**src/rtl/vga_timing_pkg.sv**
```systemverilog
// Shared 640x480@60 timing constants and receive-FSM state type.
// The output generator reuses the same constants so both ends agree on
// the expected raster.
package vga_timing_pkg;

    localparam int CNT_W = 12;   // width of every measurement counter
    localparam int POS_W = 10;   // width of regenerated x / y

    localparam int VGA_H_ACTIVE     = 640;
    localparam int VGA_H_TOTAL      = 800;
    localparam int VGA_H_SYNC_START = 656;
    localparam int VGA_H_SYNC_W     = 96;
    localparam int VGA_V_ACTIVE     = 480;
    localparam int VGA_V_TOTAL      = 525;
    localparam int VGA_V_SYNC_START = 490;
    localparam int VGA_V_SYNC_W     = 2;
    localparam int VGA_LOCK_FRAMES  = 2;

    typedef enum logic [1:0] {
        SEARCH  = 2'd0,
        MEASURE = 2'd1,
        LOCKED  = 2'd2
    } rx_state_e;

endpackage

```
**src/rtl/vga_timing_rx_sync_edge.sv**
```systemverilog
// sync_edge: 2-flop synchronizer followed by one edge-detect register.
// Ports:
//   pclk, rst  - clock, synchronous active-high reset
//   din        - asynchronous input
//   fall, rise - single-cycle pulses on a synchronized 1->0 / 0->1 change
module sync_edge (
    input  logic pclk,
    input  logic rst,
    input  logic din,
    output logic fall,
    output logic rise
);

    logic meta, sync, sync_q;

    always_ff @(posedge pclk) begin
        if (rst) begin
            meta   <= 1'b0;
            sync   <= 1'b0;
            sync_q <= 1'b0;
        end else begin
            meta   <= din;
            sync   <= meta;
            sync_q <= sync;
        end
    end

    // Pulses are consumed by registers in the parent, so the resulting
    // state change lands on the third edge after the pin moves.
    assign fall = sync_q & ~sync;
    assign rise = ~sync_q & sync;

endmodule

```
**src/rtl/vga_timing_rx.sv**
```systemverilog
// vga_timing_rx: measures incoming VGA sync timing, declares lock once the
// raster is stable and regenerates x / y / de / frame_start from it.
// Ports:
//   pclk, rst          - pixel clock, synchronous active-high reset
//   vga_hs, vga_vs     - active-low syncs, asynchronous to pclk
//   h_total, h_sync_w  - last line period / hsync low width (pclk cycles)
//   v_total, v_sync_w  - last frame length / vsync low width (lines)
//   locked             - timing stable
//   mode_ok            - locked and all measurements match the parameters
//   x, y, de           - regenerated position and active-video enable
//   frame_start        - one-cycle pulse at x=0, y=0 while locked
module vga_timing_rx
    import vga_timing_pkg::*;
#(
    parameter int H_ACTIVE     = VGA_H_ACTIVE,
    parameter int H_TOTAL      = VGA_H_TOTAL,
    parameter int H_SYNC_START = VGA_H_SYNC_START,
    parameter int H_SYNC_W     = VGA_H_SYNC_W,
    parameter int V_ACTIVE     = VGA_V_ACTIVE,
    parameter int V_TOTAL      = VGA_V_TOTAL,
    parameter int V_SYNC_START = VGA_V_SYNC_START,
    parameter int V_SYNC_W     = VGA_V_SYNC_W,
    parameter int LOCK_FRAMES  = VGA_LOCK_FRAMES
) (
    input  logic             pclk,
    input  logic             rst,
    input  logic             vga_hs,
    input  logic             vga_vs,
    output logic [CNT_W-1:0] h_total,
    output logic [CNT_W-1:0] h_sync_w,
    output logic [CNT_W-1:0] v_total,
    output logic [CNT_W-1:0] v_sync_w,
    output logic             locked,
    output logic             mode_ok,
    output logic [POS_W-1:0] x,
    output logic [POS_W-1:0] y,
    output logic             de,
    output logic             frame_start
);

    localparam int MATCH_W = $clog2(LOCK_FRAMES + 1);
    localparam logic [CNT_W-1:0] CNT_MAX = '1;

    logic hs_fall, hs_rise, vs_fall, vs_rise;

    sync_edge u_hs (.pclk(pclk), .rst(rst), .din(vga_hs), .fall(hs_fall), .rise(hs_rise));
    sync_edge u_vs (.pclk(pclk), .rst(rst), .din(vga_vs), .fall(vs_fall), .rise(vs_rise));

    logic [CNT_W-1:0]   hcnt, lcnt;
    logic               line_err;
    logic [MATCH_W-1:0] match, match_nxt;
    rx_state_e          state, state_nxt;
    logic [POS_W-1:0]   hpos, vpos;

    logic h_mis, v_mis, timeout, frame_ok, hwrap;

    // Compare against the previous measurement, which is still held in
    // the output register on the cycle the new value is captured.
    assign h_mis    = hs_fall & (hcnt != h_total);
    assign v_mis    = vs_fall & (lcnt != v_total);
    assign timeout  = (hcnt == CNT_MAX);
    assign frame_ok = ~line_err & ~h_mis & ~v_mis;
    assign hwrap    = (hpos >= POS_W'(H_TOTAL - 1));

    always_comb begin
        state_nxt = state;
        match_nxt = match;
        case (state)
            SEARCH: begin
                if (vs_fall) begin
                    state_nxt = MEASURE;
                    match_nxt = '0;
                end
            end
            MEASURE: begin
                if (vs_fall) begin
                    if (!frame_ok) begin
                        match_nxt = '0;
                    end else if (match == MATCH_W'(LOCK_FRAMES - 1)) begin
                        state_nxt = LOCKED;
                        match_nxt = '0;
                    end else begin
                        match_nxt = match + 1'b1;
                    end
                end
            end
            LOCKED: begin
                if (h_mis || v_mis || timeout) state_nxt = SEARCH;
            end
            default: state_nxt = SEARCH;
        endcase
    end

    // Measurement, stability tracking and FSM state.
    always_ff @(posedge pclk) begin
        if (rst) begin
            hcnt     <= '0;
            lcnt     <= '0;
            h_total  <= '0;
            h_sync_w <= '0;
            v_total  <= '0;
            v_sync_w <= '0;
            line_err <= 1'b0;
            match    <= '0;
            state    <= SEARCH;
            locked   <= 1'b0;
            mode_ok  <= 1'b0;
        end else begin
            if (hs_fall) begin
                hcnt    <= CNT_W'(1);
                h_total <= hcnt;
            end else if (hcnt != CNT_MAX) begin
                hcnt <= hcnt + 1'b1;
            end
            if (hs_rise) h_sync_w <= hcnt;

            // A line whose hs_fall lands on vs_fall belongs to the new frame.
            if (vs_fall) begin
                v_total <= lcnt;
                lcnt    <= CNT_W'(hs_fall);
            end else if (hs_fall && lcnt != CNT_MAX) begin
                lcnt <= lcnt + 1'b1;
            end
            if (vs_rise) v_sync_w <= lcnt;

            if (vs_fall)                line_err <= 1'b0;
            else if (h_mis || timeout)  line_err <= 1'b1;

            state   <= state_nxt;
            match   <= match_nxt;
            locked  <= (state_nxt == LOCKED);
            mode_ok <= locked
                     & (h_total  == CNT_W'(H_TOTAL))
                     & (h_sync_w == CNT_W'(H_SYNC_W))
                     & (v_total  == CNT_W'(V_TOTAL))
                     & (v_sync_w == CNT_W'(V_SYNC_W));
        end
    end

    // Position regeneration runs in every state so x / y stay meaningful
    // while lock is being acquired; only de / frame_start are gated.
    always_ff @(posedge pclk) begin
        if (rst) begin
            hpos        <= '0;
            vpos        <= '0;
            x           <= '0;
            y           <= '0;
            de          <= 1'b0;
            frame_start <= 1'b0;
        end else begin
            if (hs_fall)    hpos <= POS_W'(H_SYNC_START);
            else if (hwrap) hpos <= '0;
            else            hpos <= hpos + 1'b1;

            // The vsync load outranks a coincident line wrap.
            if (vs_fall)
                vpos <= POS_W'(V_SYNC_START);
            else if (hwrap)
                vpos <= (vpos >= POS_W'(V_TOTAL - 1)) ? '0 : vpos + 1'b1;

            x           <= hpos;
            y           <= vpos;
            de          <= locked & (hpos < POS_W'(H_ACTIVE)) & (vpos < POS_W'(V_ACTIVE));
            frame_start <= locked & (hpos == '0) & (vpos == '0);
        end
    end

endmodule
```
**config.mk**
```make
export PLATFORM = sky130hd
export DESIGN_NAME = vga_timing_rx
export DESIGN_NICKNAME = d
export VERILOG_FILES = /design/src/rtl/vga_timing_pkg.sv /design/src/rtl/vga_timing_rx_sync_edge.sv /design/src/rtl/vga_timing_rx.sv
export SDC_FILE = /design/constraint.sdc
export NUM_CORES = 1
export LEC_CHECK = 0
export BUFFER_PORTS_ARGS = -buffer_cell sky130_fd_sc_hd__clkbuf_2
export CAP_MARGIN = 20
export CORE_ASPECT_RATIO = 1.5
export CORE_MARGIN = 4
export CORE_UTILIZATION = 51
export CTS_CLUSTER_DIAMETER = 50
export DETAILED_ROUTE_END_ITERATION = 6
export GPL_ROUTABILITY_DRIVEN = 0
export HOLD_SLACK_MARGIN = 0.02
export PLACE_DENSITY = 0.79
export SYNTH_ARGS = -nofsm -noshare
export SYNTH_HDL_FRONTEND = slang
export SYNTH_SLANG_ARGS = --single-unit
```
**constraint.sdc**
```tcl
create_clock -name pclk -period 1.9 [get_ports pclk]
set_clock_uncertainty 0.1 [all_clocks]
set_input_delay 0.285 -clock pclk [delete_from_list [all_inputs] [get_ports pclk]]
set_output_delay 0.285 -clock pclk [all_outputs]
set_load 0.02 [all_outputs]
```
## After elaboration in Yosys (flattened, before gate mapping)

Index checks and enable logic that the tools add are counted.

| word-level totals | value |
|---|---|
| output and inout bits | 72 |
| logic and storage cells | 109 |
| register bits after elaboration | 127 |
| bits of input ports | 4 |

| cells by class | value |
|---|---|
| add/sub/neg operators | 5 |
| equal/unequal tests | 15 |
| mux-type cells | 20 |
| bitwise logic cells | 23 |
| reductions and logical operators | 15 |
| $lt $le $gt $ge | 4 |

Operators by type and width:

| cell | count |
|---|---|
| 2-to-1 mux 10 bit | 3 |
| adder 12 x 1 -> 12 bit, second input constant | 2 |
| == test 12 x 10 -> 1 bit, second input constant | 2 |
| inequality test 12 bit | 2 |
| inequality test 12 bit, second input constant | 2 |
| adder 10 x 1 -> 10 bit, second input constant | 2 |
| greater-or-equal comparator 10 bit, second input constant | 2 |
| logical NOT 10 bit | 2 |
| 2-to-1 mux 2 bit | 9 |
| 2-to-1 mux 9 bit | 2 |
| bitwise AND 1 bit | 16 |
| == test 12 bit, second input constant | 1 |
| == test 12 x 2 -> 1 bit, second input constant | 1 |
| == test 12 x 7 -> 1 bit, second input constant | 1 |
| < comparator 10 bit, second input constant | 1 |
| < comparator 10 x 9 -> 1 bit, second input constant | 1 |
| nonzero test 2 bit | 4 |
| inverter 1 bit | 7 |
| one-hot mux 2 bit (3 select lines) | 1 |
| == test 2 x 1 -> 1 bit, second input constant | 2 |
| == test 2 bit, second input constant | 2 |
| 2-to-1 mux 1 bit | 4 |
| inequality test 2 bit, second input constant | 2 |
| one-hot mux 2 bit (2 select lines) | 1 |
| 7 further kinds | 10 |

## Longest topological paths before layout

Gate-level depths: netlist of run 1.

| logic depth | value |
|---|---|
| word-level depth | 10 |
| gate-level depth with buffers | 7 |
| mapped depth without buffers | 6 |

## Cells and area by module

A second synthesis of run 1 with hierarchy kept.

| second synthesis, totals | value |
|---|---|
| cell total of the unflattened synthesis | 582 |
| area, all modules | 5,298.8 um^2 |

Modules (own cells, without submodules):

| module | area an instance (um^2) | sequential area each (um^2) | instances | cells each |
|---|---|---|---|---|
| vga_timing_rx | 5,116.2 | 2,422.3 | 1 | 566 |
| sync_edge | 91.3 | 60.1 | 2 | 8 |

## Worst setup path after synthesis of run 1

Ideal clock, no wire load.

| timing path | value |
|---|---|
| kind | reg2reg |
| start point | register vpos[5] |
| end point | register vpos[8] |
| data required time | 1.726 ns |
| arrival time | 1.966 ns |
| clock period less this slack | 2.140 ns |
| setup time | 0.074 ns |
| slack | -0.240 ns |
| stages on the path, launching flop included | 6 |
| buffers on the path | 0 |
| cells stage by stage | dfxtp_1 > or4_4 > o31a_4 > nand2b_4 > or4_1 > a31oi_1 |

| between the ends | value |
|---|---|
| cells in the longest elaborated chain, start to end | 4 |
| elaborated cells on any way between the ends | 5 |
| those cells by class | add/sub (1); order compare (1); mux (3) |

RTL lines:

| item | RTL line | text |
|---|---|---|
| from (decl) | vga_timing_rx.sv:53 | `logic [POS_W-1:0] hpos, vpos;` |
| from (signal assigned) | vga_timing_rx.sv:157 | `vpos <= POS_W'(V_SYNC_START);` |
| from (signal assigned) | vga_timing_rx.sv:159 | `vpos <= (vpos >= POS_W'(V_TOTAL - 1)) ? '0 : vpos + 1'b1;` |
| adder 10 x 1 -> 10 bit / greater-or-equal comparator 10 bit (equally long branches) | vga_timing_rx.sv:159 |  |
| 2-to-1 mux 10 bit * | vga_timing_rx.sv:159 |  |
| 2-to-1 mux 9 bit * | vga_timing_rx.sv:158 | `else if (hwrap)` |
| 2-to-1 mux 9 bit * | vga_timing_rx.sv:156 | `if (vs_fall)` |

Every way passes the cells marked *; elsewhere a longest branch is shown, timed or not. The select of a mux whose other input is x is not followed.
A chain may end at the register's enable or synchronous reset.

## Worst setup path after layout of run 1

Ends and elaborated chain as after synthesis.

==> results of run 1 <==
-- critical path, cell delays in order, from the launching register on --
cell and delay (ns):
dfxtp_2 0.32, or4_4 0.54, o31a_4 0.30, nand2b_4 0.15, or4_4 0.41, a31oi_1 0.16
-- final timing paths --
kind | from | to
max | vpos[5]$_SDFFE_PP0P_ | vpos[8]$_SDFFE_PP0P_
min | rst | x[9]$_SDFF_PP0_
max reg2reg | vpos[5]$_SDFFE_PP0P_ | vpos[8]$_SDFFE_PP0P_
min reg2reg | u_vs.meta$_SDFF_PP0_ | u_vs.sync$_SDFF_PP0_
-- synthesized netlist by cell type (3+ instances only) --
master	count	area [sq um]
nand2_1	113	424.2
nand4_1	19	118.9
nand3_1	19	95.09
inv_1	11	41.29
nand2b_1	8	50.05
or4_1	4	30.03
a221oi_1	3	26.28
a21oi_1	65	325.3
nor3b_1	4	30.03
or3_1	4	25.02
clkbuf_1	43	161.4
nor3_1	14	70.07
xnor2_1	40	350.3
nor2b_1	26	162.7
dfxtp_1	127	2542
xor2_1	7	61.31
nor4b_1	4	35.03
nor2_1	43	161.4
a211oi_1	3	22.52
and3_1	4	25.02
ha_1	6	75.07
o21ai_0	13	65.06
nor4_1	13	81.33
a31oi_1	6	37.54
-- area by class of cell --
class	count	area share, %
inverter	11	0.5997
tap	117	2.126
timing repair buffer	144	13.27
clock inverter	10	1.963
clock buffer	22	6.887
multi-input combinational	442	38.03
sequential	127	37.13
-- sequential cells by signal (all words and copies together), names as in the netlist, 2 cells and up --
| name | count |
|---|---|
| v_total | 12 |
| h_sync_w | 12 |
| y | 10 |
| x | 10 |
| v_sync_w | 12 |
| h_total | 12 |
| lcnt | 12 |
| state | 2 |
| match | 2 |
| hcnt | 12 |
| hpos | 10 |
| vpos | 10 |
-- cell usage in the layout (no fill, tap or decap), drive strengths merged, types with 11 or more instances in the layout --
master  synthesis  routed
o21ai          13      13
nor2b          26      26
inv            11      11
nand3          19      19
nand4          19      19
clkbuf         43      96
nor4           13      13
nor2           43      43
xnor2          40      40
nor3           14      14
a21oi          66      66
dfxtp         127     127
buf             2      68
nand2         113     113
-- metal layers --
layer  vias up  global-route usage, %  part of all wire [%]
li1       2358                      -                     -
met1      2373                  24.89                    36
met2       229                  44.66                    53
met3        69                  7.596                   6.1
met4         0                  14.60                   5.3
met5         -                      0                     0
-- cells by family after synthesis --
group,share of synthesized area [%]
xor+xnor,7.852
buf+inv,4.010
fa+ha+maj,1.432
flops,48.50
mux,0.5967
simple gates,27.14
compound gates,10.48
-- power by group through the flow --
stage	sequential, W	combinational (W)	clock (W)
6_report	0.00273	0.000272	0.00332
4_1_cts	0.00273	0.000256	0.00335
5_1_grt	0.00273	0.000291	0.00349
2_1_floorplan	0.00280	0.000137	0
3_3_place_gp	0.00278	0.000241	0
3_5_place_dp	0.00278	0.000249	0
-- through the flow --
| step | setup TNS [ns] | utilization [%] | hold slack (ns) |
|---|---|---|---|
| after floorplan | -0.5104 | - | 0.3132 |
| after global placement | -0.4087 | 60.24 | 0.3354 |
| after detailed placement | -0.8777 | 60.24 | 0.3374 |
| after CTS | -0.3108 | 66.80 | 0.06610 |
| after global routing | -1.009 | 68.32 | 0.07969 |
| final | -0.4014 | 68.32 | 0.09371 |
-- timing repair --
action / 4_1_cts / 5_1_grt
hold buffers: 2 / 0
setup buffers: 1 / 5
endpoints found under the hold margin: 2 / 0
pin swaps: 6 / 15
setup endpoints to repair: 13 / 16
gates resized for setup: 6 / 28
==> qor.txt, run 1 <==
result of the run -> complete, but fails checks
failing checks -> setup timing
dpl ws -> -0.1621 ns
Fmax -> 488.7 MHz
WP data required -> 2.15 ns
Area growth, synth to finish -> 31.34%
largest net degree at the start of global routing -> 40
final instance area -> 0.006885 sq mm
clock buffer depth -> 2
Initial Util -> 52.02%
R2R depth -> 5
Slew @ Worst Pin -> 0.5663 ns
Fillers -> 755
Crit. End Element -> flop
grt ovf -> 0
Slew HR -> 62.25%
max_cap viols -> 0
clock network power share -> 52.5%
DRT antenna net count -> 0
final WL -> 14990 microns
combinational share of power -> 4.3%
Die Span X -> 90.78 microns
routed via count -> 5029
Placement Cell Area -> 0.006071 sq mm
CTS tree -> yes
TritonRoute pass-1 iters -> 5
crit start category -> flop
predominant post-synthesis flop cell -> dfxtp_1
initial drt markers -> 336
WS Path Type -> reg2reg
final critical-path share of the clock period -> 107.7%
crit path setup slack, layout -> -0.1464 ns
multi-input logic area -> 0.002619 sq mm
maximum vdd drop -> 0.6971 mV
Inst Count DP -> 833
H-Tree Level Count -> 4
Row Count -> 45
Reg area -> 0.002556 sq mm
Seq pwr share -> 43.2%
nets@finish -> 753
unrepaired setup endpoints after global routing -> true
Via density -> 5.761
# IOs -> 76
initial antenna violation count -> 0
NetSw -> 0.001360 W
Fin. Hold Viols -> 0
syn_nets -> 635
DP Wirelength -> 10370 microns
total CTS buffers -> 17
final critical-path required period -> 2.046 ns
Mapped Area -> 0.005243 sq mm
share of cells above drive strength 1 -> 27.25%
Syn Inst Count -> 625
P per Cell Area -> 918.6 mW/mm^2
Core ar. -> 0.01008 sq mm
# port buffers -> 75
r2r setup slk -> -0.15 ns
DR WL/cell -> 17.18 microns
Mapped Avg Cell Area -> 8.388 sq um
worst min path class -> in2reg
asr flop ratio synth -> 0%
diode count -> 0
# setup viols final -> 4
first-pass GRT wire length -> 23650 microns
Worst-path clk slew -> 0.05 ns
Syn. warnings -> 0
DRC viols -> 0
Distinct cells, synth -> 43
Min-Delay Path Depth -> 2
Clock Latency Late Sink -> 0.42 ns
sequential area share after synthesis -> 48.50%
die outline area -> 0.01200 sq mm
#FFs+latches synth -> 127
Internal Power -> 0.004965 W
Post-synth EDFFs -> 0
All-Layer GR Usage -> 24.81%
Switching Share -> 21.51%
CP arrival -> 2.29 ns
Post-Layout Cell Count -> 873
vias in the first global route -> 4888
final count of pins violating max slew -> 0
clk sinks -> 127
Tot Pwr -> 0.006325 W
LEAKAGE -> 2.636 nW
Root Buffer Master -> clkbuf_16
Max FO, Critical Path -> 4
height of the die -> 132.2 microns
No activity file was read; power rests on OpenSTA's default activity.
==> run 2: changes to the inputs <==
- GPL_ROUTABILITY_DRIVEN: 0 -> unset
- SYNTH_HIERARCHICAL: unset -> 1
==> qor.txt, run 2 <==
height of the die -> 132.8 microns
Tot Pwr -> 0.006259 W
grt ovf -> 0
Syn Inst Count -> 582
WS Path Type -> reg2reg
H-Tree Level Count -> 4
P per Cell Area -> 928.3 mW/mm^2
gpl congestion -> 0.9176
min-delay src -> rst
maximum vdd drop -> 0.7666 mV
TritonRoute pass-1 iters -> 7
R2R depth -> 6
Worst-path clk slew -> 0.06 ns
met2 wire length -> 7438 microns
Syn. warnings -> 6
Area growth, synth to finish -> 27.25%
# IOs -> 76
die outline area -> 0.01212 sq mm
DP Wirelength -> 9431 microns
synth cell count leaders -> dfxtp_1 (127), nor2_1 (88), mux2i_1 (50), nand2_1 (28), nor2b_1 (28)
Metal-1 WL -> 5314 microns
Core ar. -> 0.01013 sq mm
vias in the first global route -> 4616
Via density -> 5.730
Slew HR -> 64.38%
CP max stage delay -> 0.59 ns
final count of pins violating max slew -> 0
Min-Delay Path Depth -> 2
post-synth top area share -> 47.98%
Clock Latency Late Sink -> 0.41 ns
final critical-path required period -> 1.838 ns
most frequent cells in the layout -> dfxtp_1 (120), nor2_1 (88), clkbuf_2 (75), mux2i_1 (50), buf_4 (50)
Reg-to-Reg End -> state[1]$_SDFF_PP0_
r2r setup slk -> 0.06 ns
largest net degree at the start of global routing -> 29
Slew @ Worst Pin -> 0.5271 ns
DRC viols -> 2
Post-Synth Adder-Cell Area -> 1.417%
initial antenna violation count -> 0
share of cells above drive strength 1 -> 26.52%
post-synthesis compound-gate area fraction -> 6.470%
mux cell area share after synthesis -> 9.445%
# setup viols final -> 0
Distinct cells, synth -> 44
largest family of logic cells by synthesized area -> simple AND/OR/NAND/NOR gates
Max FO, Critical Path -> 5
LEAKAGE -> 2.711 nW
most area-hungry cell type in the Yosys netlist -> dfxtp_1
syn_nets -> 592
sequential area share after synthesis -> 47.98%
Die Span X -> 91.23 microns
total CTS buffers -> 17
final WL -> 13760 microns
clock buffer depth -> 2
DRT antenna net count -> 0
Area contributors post-synth -> dfxtp_1 (48%), mux2i_1 (9.4%), nor2_1 (6.2%)
count leader, synth -> dfxtp_1
Inst Count DP -> 780
xor-xnor portion of the synthesized cell area -> 6.942%
final critical-path share of the clock period -> 96.75%
Crit. End Element -> flop
Root Buffer Master -> clkbuf_16
clk sinks -> 127
Row Count -> 45
DR WL met3 -> 688 microns
r2r startpoint -> hcnt[0]$_SDFFE_PP0P_
Fmax -> 544.0 MHz
commonest non-fill, non-tap cell in the layout -> dfxtp_1
DR WL/cell -> 16.74 microns
CP max-delay cell -> or4_4
nets@finish -> 702
worst min path class -> in2reg
CP arrival -> 2.03 ns
diode count -> 0
simple-gate area share of the yosys netlist -> 23.78%
Mapped Avg Cell Area -> 9.105 sq um
routed via count -> 4710
# port buffers -> 75
Min Hold Slack -> 0.1121 ns
#FFs+latches synth -> 127
result of the run -> complete, but fails checks
CTS tree -> yes
Mapped Area -> 0.005299 sq mm
predominant post-synthesis flop cell -> dfxtp_1
Max Used Layer -> met4
max_cap viols -> 0
WP data required -> 2.09 ns
crit start category -> flop
Initial Util -> 52.28%
crit-path cells -> ha_2 > nand3_1 > or4_4 > a31oi_1 > or3_1 > a21oi_1
failing checks -> DRC
hold endpoint -> lcnt[0]$_SDFFE_PP0P_
initial drt markers -> 320
first-pass GRT wire length -> 22110 microns
Post-Layout Cell Count -> 822
Post-synth EDFFs -> 0
Fin. Hold Viols -> 0
asr flop ratio synth -> 0%
All-Layer GR Usage -> 22.55%
-- run 2: cell count changes after synthesis, moves of 5 or more --
cell      delta
xnor2_1     -15
a21oi_1     -39
nor2_1      +45
buf_1        +6
xor2_1      +10
mux2i_1     +48
nand4_1      -7
o22ai_1      +5
buf_2       +10
nand2b_1     -6
clkbuf_1    -22
nand2_1     -85
-- run 2: metrics by stage --
step	util, %	worst slack (ns)	setup TNS, ns	cell area (sq um)
floorplan	-	0.03370	0	5301
global placement	59.57	0.1235	0	6037
detailed placement	59.57	0.03240	0	6037
CTS	65.56	0.01108	0	6644
global route	66.53	-0.05240	-0.07965	6743
finish	66.53	0.06177	0	6743
-- run 2: cell type report --
| type | instances | area [sq um] |
|---|---|---|
| tap | 117 | 146.4 |
| clock buffer | 19 | 452.9 |
| clock inverter | 13 | 128.9 |
| fill | 783 | 3392 |
| inverter | 11 | 41.29 |
| multi-input combinational | 403 | 2590 |
| sequential | 127 | 2551 |
| timing repair buffer | 132 | 832.0 |
-- run 2: cell families (layout without fill, tap and decap cells) --
group | after synthesis | count (layout)
AOI/OAI and AO/OA | 57 | 57
muxes | 50 | 50
buffers and inverters | 52 | 175
and+or+nand+nor | 248 | 248
adders and majority gates | 6 | 6
DFF | 127 | 127
xor gates and xnor gates | 42 | 42
-- run 2: metal layers --
metal / track usage [%] / vias up
met5: 0 / -
met4: 10.49 / 0
met3: 4.835 / 31
met2: 40.93 / 188
met1: 24.73 / 2265
li1: - / 2226
-- run 2: critical path, delay by kind of cell, from the launching register on --
family / cells / cell delay (ns)
AND/OR/NAND/NOR: 3 / 0.84
adder cells (fa/ha/maj): 1 / 0.20
AO/OA/AOI/OAI: 2 / 0.25
flip-flops: 1 / 0.33
-- run 2: worst max path at each step --
stage,start,to,depth (start not counted)
6_report,hcnt[0]$_SDFFE_PP0P_,state[1]$_SDFF_PP0_,6
5_1_grt,lcnt[4]$_SDFFE_PP0P_,lcnt[11]$_SDFFE_PP0P_,5
4_1_cts,lcnt[3]$_SDFFE_PP0P_,lcnt[6]$_SDFFE_PP0P_,6
3_5_place_dp,lcnt[10]$_SDFFE_PP0P_,state[1]$_SDFF_PP0_,5
3_3_place_gp,hpos[0]$_SDFF_PP0_,vpos[8]$_SDFFE_PP0P_,7
2_1_floorplan,hcnt[0]$_SDFFE_PP0P_,locked$_SDFF_PP0_,7
-- run 2: power by group --
group	switching, W	internal, W	leakage (nW)
sequential	0.0000532	0.00272	1.03
combinational	0.000199	0.000152	1.40
clock	0.00124	0.00189	0.281
total	0.00149	0.00477	2.71
-- run 2: repair_timing --
item	in CTS	in global routing
buffers inserted	0	6
hold buffers	2	0
pin swaps	0	5
hold endpoints to repair	2	0
setup endpoints to repair	2	23
gates cloned	0	2
gates resized for setup	2	12
